`src/rtl/uart_rx_pkg.sv`:
```
// Shared types and helpers for the UART receive path.
package uart_rx_pkg;

  localparam int DATA_BITS = 8;

  typedef enum logic [2:0] {
    IDLE,
    START,
    DATA,
    STOP,
    WAIT_HIGH
  } rx_state_t;

  // Packs the receiver status bits into the 32-bit word read by the SoC mux.
  function automatic logic [31:0] status_word(input logic frame_err,
                                              input logic overrun,
                                              input logic busy,
                                              input logic valid);
    return {28'b0, frame_err, overrun, busy, valid};
  endfunction

endpackage

```
`src/rtl/rx_fifo_fwft.sv`:
```
// First-word-fall-through FIFO: the head entry is always presented on rdata.
// Full/empty come from the level counter; pointers wrap at DEPTH (power of 2).
module rx_fifo_fwft #(
  parameter int WIDTH = 8,
  parameter int DEPTH = 8,
  localparam int PTR_W = $clog2(DEPTH),
  localparam int LVL_W = PTR_W + 1
) (
  input  logic             clk,
  input  logic             rst,
  input  logic             push,
  input  logic [WIDTH-1:0] wdata,
  input  logic             pop,
  output logic [WIDTH-1:0] rdata,
  output logic             valid,
  output logic [LVL_W-1:0] level,
  output logic             overflow
);

  logic [WIDTH-1:0] mem [DEPTH];
  logic [PTR_W-1:0] wr_ptr;
  logic [PTR_W-1:0] rd_ptr;
  logic             empty;
  logic             full;
  logic             pop_ok;
  logic             push_ok;

  assign empty    = (level == '0);
  assign full     = (level == LVL_W'(DEPTH));
  // A pop on an empty FIFO is ignored; a push into a full FIFO is only
  // accepted when the head leaves in the same cycle.
  assign pop_ok   = pop && !empty;
  assign push_ok  = push && (!full || pop_ok);
  assign overflow = push && full && !pop_ok;

  assign valid = !empty;
  assign rdata = empty ? '0 : mem[rd_ptr];

  // Storage write port.
  // NOTE: the data array has no reset; level gates every read, so stale
  // contents are never observable and the array can map to plain RAM/regs.
  always_ff @(posedge clk) begin
    if (push_ok) begin
      mem[wr_ptr] <= wdata;
    end
  end

  // Pointer and occupancy bookkeeping.
  always_ff @(posedge clk) begin
    if (rst) begin
      wr_ptr <= '0;
      rd_ptr <= '0;
      level  <= '0;
    end else begin
      if (push_ok) wr_ptr <= wr_ptr + 1'b1;
      if (pop_ok)  rd_ptr <= rd_ptr + 1'b1;
      case ({push_ok, pop_ok})
        2'b10:   level <= level + 1'b1;
        2'b01:   level <= level - 1'b1;
        default: level <= level;
      endcase
    end
  end

endmodule

```
`src/rtl/uart_rx_fifo.sv`:
```
// 8N1 UART receiver feeding a small FWFT FIFO, with sticky overrun and
// framing-error flags for the CPU status register.
module uart_rx_fifo
  import uart_rx_pkg::*;
#(
  parameter int clk_freq_hz = 12000000,
  parameter int baud_rate   = 9600,
  parameter int FIFO_DEPTH  = 8
) (
  input  logic                          i_clk,
  input  logic                          i_rst,
  input  logic                          i_rxd,
  input  logic                          i_rd,
  input  logic                          i_clr_err,
  output logic [7:0]                    o_rdata,
  output logic                          o_valid,
  output logic [$clog2(FIFO_DEPTH):0]   o_level,
  output logic                          o_overrun,
  output logic                          o_frame_err,
  output logic                          o_busy
);

  localparam int DIV   = clk_freq_hz / baud_rate;
  localparam int CNT_W = $clog2(DIV);
  localparam int IDX_W = $clog2(DATA_BITS);

  logic                 rx_meta;
  logic                 rx_s;
  rx_state_t            state;
  logic [CNT_W-1:0]     baud_cnt;
  logic [IDX_W-1:0]     bit_idx;
  logic [DATA_BITS-1:0] shreg;
  logic                 tick;
  logic                 push;
  logic                 frame_set;
  logic                 overflow;

  // Two-flop synchroniser for the asynchronous RXD pin; idles high.
  // NOTE: clocked state always uses non-blocking assignment so every flop
  // samples the pre-edge value of its neighbours, giving a true 2-stage chain.
  always_ff @(posedge i_clk) begin
    if (i_rst) begin
      rx_meta <= 1'b1;
      rx_s    <= 1'b1;
    end else begin
      rx_meta <= i_rxd;
      rx_s    <= rx_meta;
    end
  end

  assign tick      = (baud_cnt == '0);
  // The byte is pushed in the stop-bit tick cycle itself, so it appears at
  // the FIFO head on the following cycle.
  assign push      = (state == STOP) && tick && rx_s;
  assign frame_set = (state == STOP) && tick && !rx_s;
  assign o_busy    = (state != IDLE);

  // Receive FSM: start detect, half-bit alignment, 8 data bits, stop check.
  always_ff @(posedge i_clk) begin
    if (i_rst) begin
      state    <= IDLE;
      baud_cnt <= '0;
      bit_idx  <= '0;
      shreg    <= '0;
    end else begin
      case (state)
        IDLE: begin
          if (!rx_s) begin
            baud_cnt <= CNT_W'(DIV / 2 - 1);
            state    <= START;
          end
        end
        START: begin
          if (!tick) begin
            baud_cnt <= baud_cnt - 1'b1;
          end else if (rx_s) begin
            // Line went high again by mid start bit: treat as a glitch.
            state <= IDLE;
          end else begin
            baud_cnt <= CNT_W'(DIV - 1);
            bit_idx  <= '0;
            state    <= DATA;
          end
        end
        DATA: begin
          if (!tick) begin
            baud_cnt <= baud_cnt - 1'b1;
          end else begin
            // LSB arrives first, so shifting in at the MSB leaves bit 0 at
            // shreg[0] after the eighth sample.
            shreg    <= {rx_s, shreg[DATA_BITS-1:1]};
            baud_cnt <= CNT_W'(DIV - 1);
            if (bit_idx == IDX_W'(DATA_BITS - 1)) begin
              state <= STOP;
            end else begin
              bit_idx <= bit_idx + 1'b1;
            end
          end
        end
        STOP: begin
          if (!tick) begin
            baud_cnt <= baud_cnt - 1'b1;
          end else if (rx_s) begin
            state <= IDLE;
          end else begin
            // Low stop bit: wait for the line to recover so a held break is
            // not decoded as a stream of 0x00 frames.
            state <= WAIT_HIGH;
          end
        end
        WAIT_HIGH: begin
          if (rx_s) state <= IDLE;
        end
        default: state <= IDLE;
      endcase
    end
  end

  // Sticky error flags; a set event in the same cycle as a clear wins.
  always_ff @(posedge i_clk) begin
    if (i_rst) begin
      o_overrun   <= 1'b0;
      o_frame_err <= 1'b0;
    end else begin
      if (overflow)       o_overrun <= 1'b1;
      else if (i_clr_err) o_overrun <= 1'b0;
      if (frame_set)      o_frame_err <= 1'b1;
      else if (i_clr_err) o_frame_err <= 1'b0;
    end
  end

  rx_fifo_fwft #(
    .WIDTH (DATA_BITS),
    .DEPTH (FIFO_DEPTH)
  ) u_fifo (
    .clk      (i_clk),
    .rst      (i_rst),
    .push     (push),
    .wdata    (shreg),
    .pop      (i_rd),
    .rdata    (o_rdata),
    .valid    (o_valid),
    .level    (o_level),
    .overflow (overflow)
  );

endmodule

```
`config.mk`:
```
export PLATFORM = sky130hd
export DESIGN_NAME = uart_rx_fifo
export DESIGN_NICKNAME = d
export VERILOG_FILES = /design/src/rtl/uart_rx_pkg.sv /design/src/rtl/rx_fifo_fwft.sv /design/src/rtl/uart_rx_fifo.sv
export SDC_FILE = /design/constraint.sdc
export NUM_CORES = 1
export LEC_CHECK = 0
export CORE_MARGIN = 5
export CORE_UTILIZATION = 54
export DETAILED_ROUTE_END_ITERATION = 8
export PLACE_DENSITY = 0.75
export SLEW_MARGIN = 20
export SYNTH_ARGS = -nofsm -noshare
export SYNTH_HDL_FRONTEND = slang
export SYNTH_SLANG_ARGS = --single-unit
```
`constraint.sdc`:
```
create_clock -name i_clk -period 2.9 [get_ports i_clk]
set_input_delay 0.58 -clock i_clk [delete_from_list [all_inputs] [get_ports i_clk]]
set_output_delay 0.58 -clock i_clk [all_outputs]
set_load 0.03 [all_outputs]
```
==> results.cfg <==
[place]
place_congestion = 0.8356
place_area_um2 = 4955
port_buffers = 20
post-dp-hpwl_mm = 5.536

[routing]
wl_met2_mm = 3.970
routed_wl_mm = 8.214
wl_met1_mm = 3.813
drc_errors = 0
via_count = 2746
highest_layer = met4
drt_iter0_markers = 107
ant_nets = 0
dr_wl_met3_um = 348
first_pass_iters = 4
viasPerCell = 5.662
routedWlPerCell_um = 16.94

[critical_path]
crit_arrival_ns = 3.03
r2r_start = baud_cnt[0]
crit_type = flip-flop to flip-flop
rr_endpoint = u_fifo.level[2]
crit_fanout = 3
endpoint_kind = flip-flop
worstPathRequired_ns = 3.20
startpoint = baud_cnt[0]
reg2reg_depth = 12
rrSetupSlack_ns = 0.17
start_kind = flip-flop

[timing]
hold_ws_ns = 0.4196
max_freq_mhz = 366.0
worst_pin_slew_ns = 0.5261
relSlewSlack = 0.6444
setup_viol = 0
min_period_over_period = 0.9423
drv_slew = 0
min_period_ns = 2.733
rsz0062_at_grt = yes
final-hold-violation-count = 0
fin_worst_skew_ns = 0.01577

[clock_network]
cts_tree = yes
cts_max_level = 3
cts.sinks = 106
postCtsSetupRepairBufs = 0
numCtsBuffers = 9
clkTransAtPathRegs_ns = 0.10
cts_root_buffer = clkbuf_8
clk_latency_ns = 0.38
clockBufferDepth = 2

[grt]
overflow = 0
track_usage = 0.1757
grt_start_max_net_pins = 26
grt_pass1_vias = 2722
antenna_found_initial = 0
grt_pass1_wl_mm = 13.70

[synth]
synth-edff-count = 64
synth_fp_nets = 358
ys.flop_type = edfxtp_1
synth_top_area_cell = edfxtp_1
synth_area_um2 = 4542
synth_area_leaders = edfxtp_1, dfxtp_1, mux4_2
synth-seq-cells = 106
ys_seq_area_frac = 0.6083
synth_common_cells = edfxtp_1, nor2_1, dfxtp_1
async_reset_ff_frac = 0
avgSynthCellArea_um2 = 13.20
yosysMostFrequentCell = edfxtp_1
netlist.area_leader.share = 0.4231
synth.distinct_cells = 55
synth_warnings = 0
synthCells = 344

[hold_path]
hold_end = rx_s
min-delay-start = rx_meta
hold_path.class = flip-flop to flip-flop
hold_depth = 1

[power_and_ir_drop]
power_density_nw_per_um2 = 531.6
leakage_uw = 0.001975
max-vdd-ir-drop_uv = 376.6

[floorplanning]
rows = 33
die_w_um = 101.7
io_pins = 21
start_util = 0.5528
die_y_um = 101.7
core_area_um2 = 8217
fp.dieArea_um2 = 10340

[cells_and_area]
layout.nets = 389
drive_gt1_frac = 0.1684
area_growth_pct = 14.35
nFillCells = 616
post-route-cell-area_um2 = 5194
insertedDiodeCount = 0

[flow_run]
cap_viol_max_count = 0

[run_status]
outcome = complete, no violations
how the worst max path moves through the flow:
stage / to / depth (start not counted)
global placement: u_fifo.level[2] / 11
finish: u_fifo.level[2] / 12
floorplan: u_fifo.level[2] / 12
global route: u_fifo.level[2] / 12
CTS: u_fifo.level[2] / 12
detailed placement: u_fifo.level[2] / 11
critical path, cell delays in order, from the launching register on:
cell and delay (ns):
dfxtp_1 0.34, inv_1 0.09, ha_1 0.17, or4b_4 0.50, nor2_4 0.16, nand4b_4 0.11, ha_1 0.23, xor2_1 0.15
ha_1 0.20, a21oi_1 0.16, xor2_1 0.09, or3_1 0.31, a21oi_1 0.14
cell usage in the layout (no fill, tap or decap), types with 2 or more instances in the layout:
cell,instances
nand4_1,2
clkbuf_8,9
mux4_2,16
nor4_1,5
o21bai_1,2
a22oi_1,2
nor3_1,12
nand2_1,7
dlymetal6s2s_1,7
or3_1,3
nand2b_1,9
clkdlybuf4s50_1,12
inv_6,2
ha_1,9
nor2_1,46
nor4b_2,2
nand3_1,2
inv_8,3
mux2i_1,21
dfxtp_1,42
edfxtp_1,64
or2_2,4
a211oi_1,3
a2111oi_0,2
o21ai_0,9
inv_1,8
xor2_1,7
a311oi_1,3
buf_4,17
o21ai_1,2
a21oi_1,16
cells by family (layout without fill, tap and decap cells):
family	after synthesis	after routing	synth area share
adder cells (fa/ha/maj)	9	9	0.02479
AO/OA/AOI/OAI	50	50	0.07301
flip-flops	106	106	0.6083
buffers and inverters	26	62	0.02589
XOR/XNOR	8	8	0.01543
AND/OR/NAND/NOR	108	108	0.1270
multiplexers	37	37	0.1256
layer usage:
layer  vias to the layer above  track usage
met5                         -            0
met4                         0      0.04908
met3                         6      0.04408
met2                        45       0.2842
met1                      1336       0.2369
li1                       1359            -
timing repair:
item,CTS,global route
hold endpoints to repair,0,0
hold buffers,0,0
resized for setup,1,10
endpoints found under the setup margin,1,9
registers in the layout, summed over array words and instances, names as in the netlist, named ones only:
register	flops
o_overrun	1
state	3
baud_cnt	11
u_fifo.wr_ptr	3
bit_idx	3
rx_s	1
u_fifo.mem	64
o_frame_err	1
u_fifo.rd_ptr	3
shreg	8
rx_meta	1
u_fifo.level	4
report_power, final:
group	internal [uW]	switching, uW
clock	423	532
combinational	78.5	119
sequential	1590	16.1
through the flow:
stage                       util    TNS, ns  setup slack (ns)  total power (uW)  std cells
after floorplan                -          0          0.002767              1785        344
after global placement    0.6030          0           0.07600              1827        469
after detailed placement  0.6030   -0.01643          -0.01643              1832        469
after CTS                 0.6288          0           0.02198              2775        485
after global routing      0.6321  -0.002920         -0.002920              2876        485
final                     0.6321          0            0.1674              2761        485
cell type report:
| class | instances | area [um^2] | share of cell area |
|---|---|---|---|
| Clock inverter | 7 | 88.84 | 0.01710 |
| Multi-Input combinational cell | 212 | 1693 | 0.3259 |
| Timing Repair Buffer | 38 | 364.1 | 0.07010 |
| Inverter | 8 | 30.03 | 0.005782 |
| Clock buffer | 9 | 123.9 | 0.02385 |
| Tap cell | 105 | 131.4 | 0.02530 |
| Sequential cell | 106 | 2763 | 0.5319 |
No activity file was read; power rests on OpenSTA's default activity.
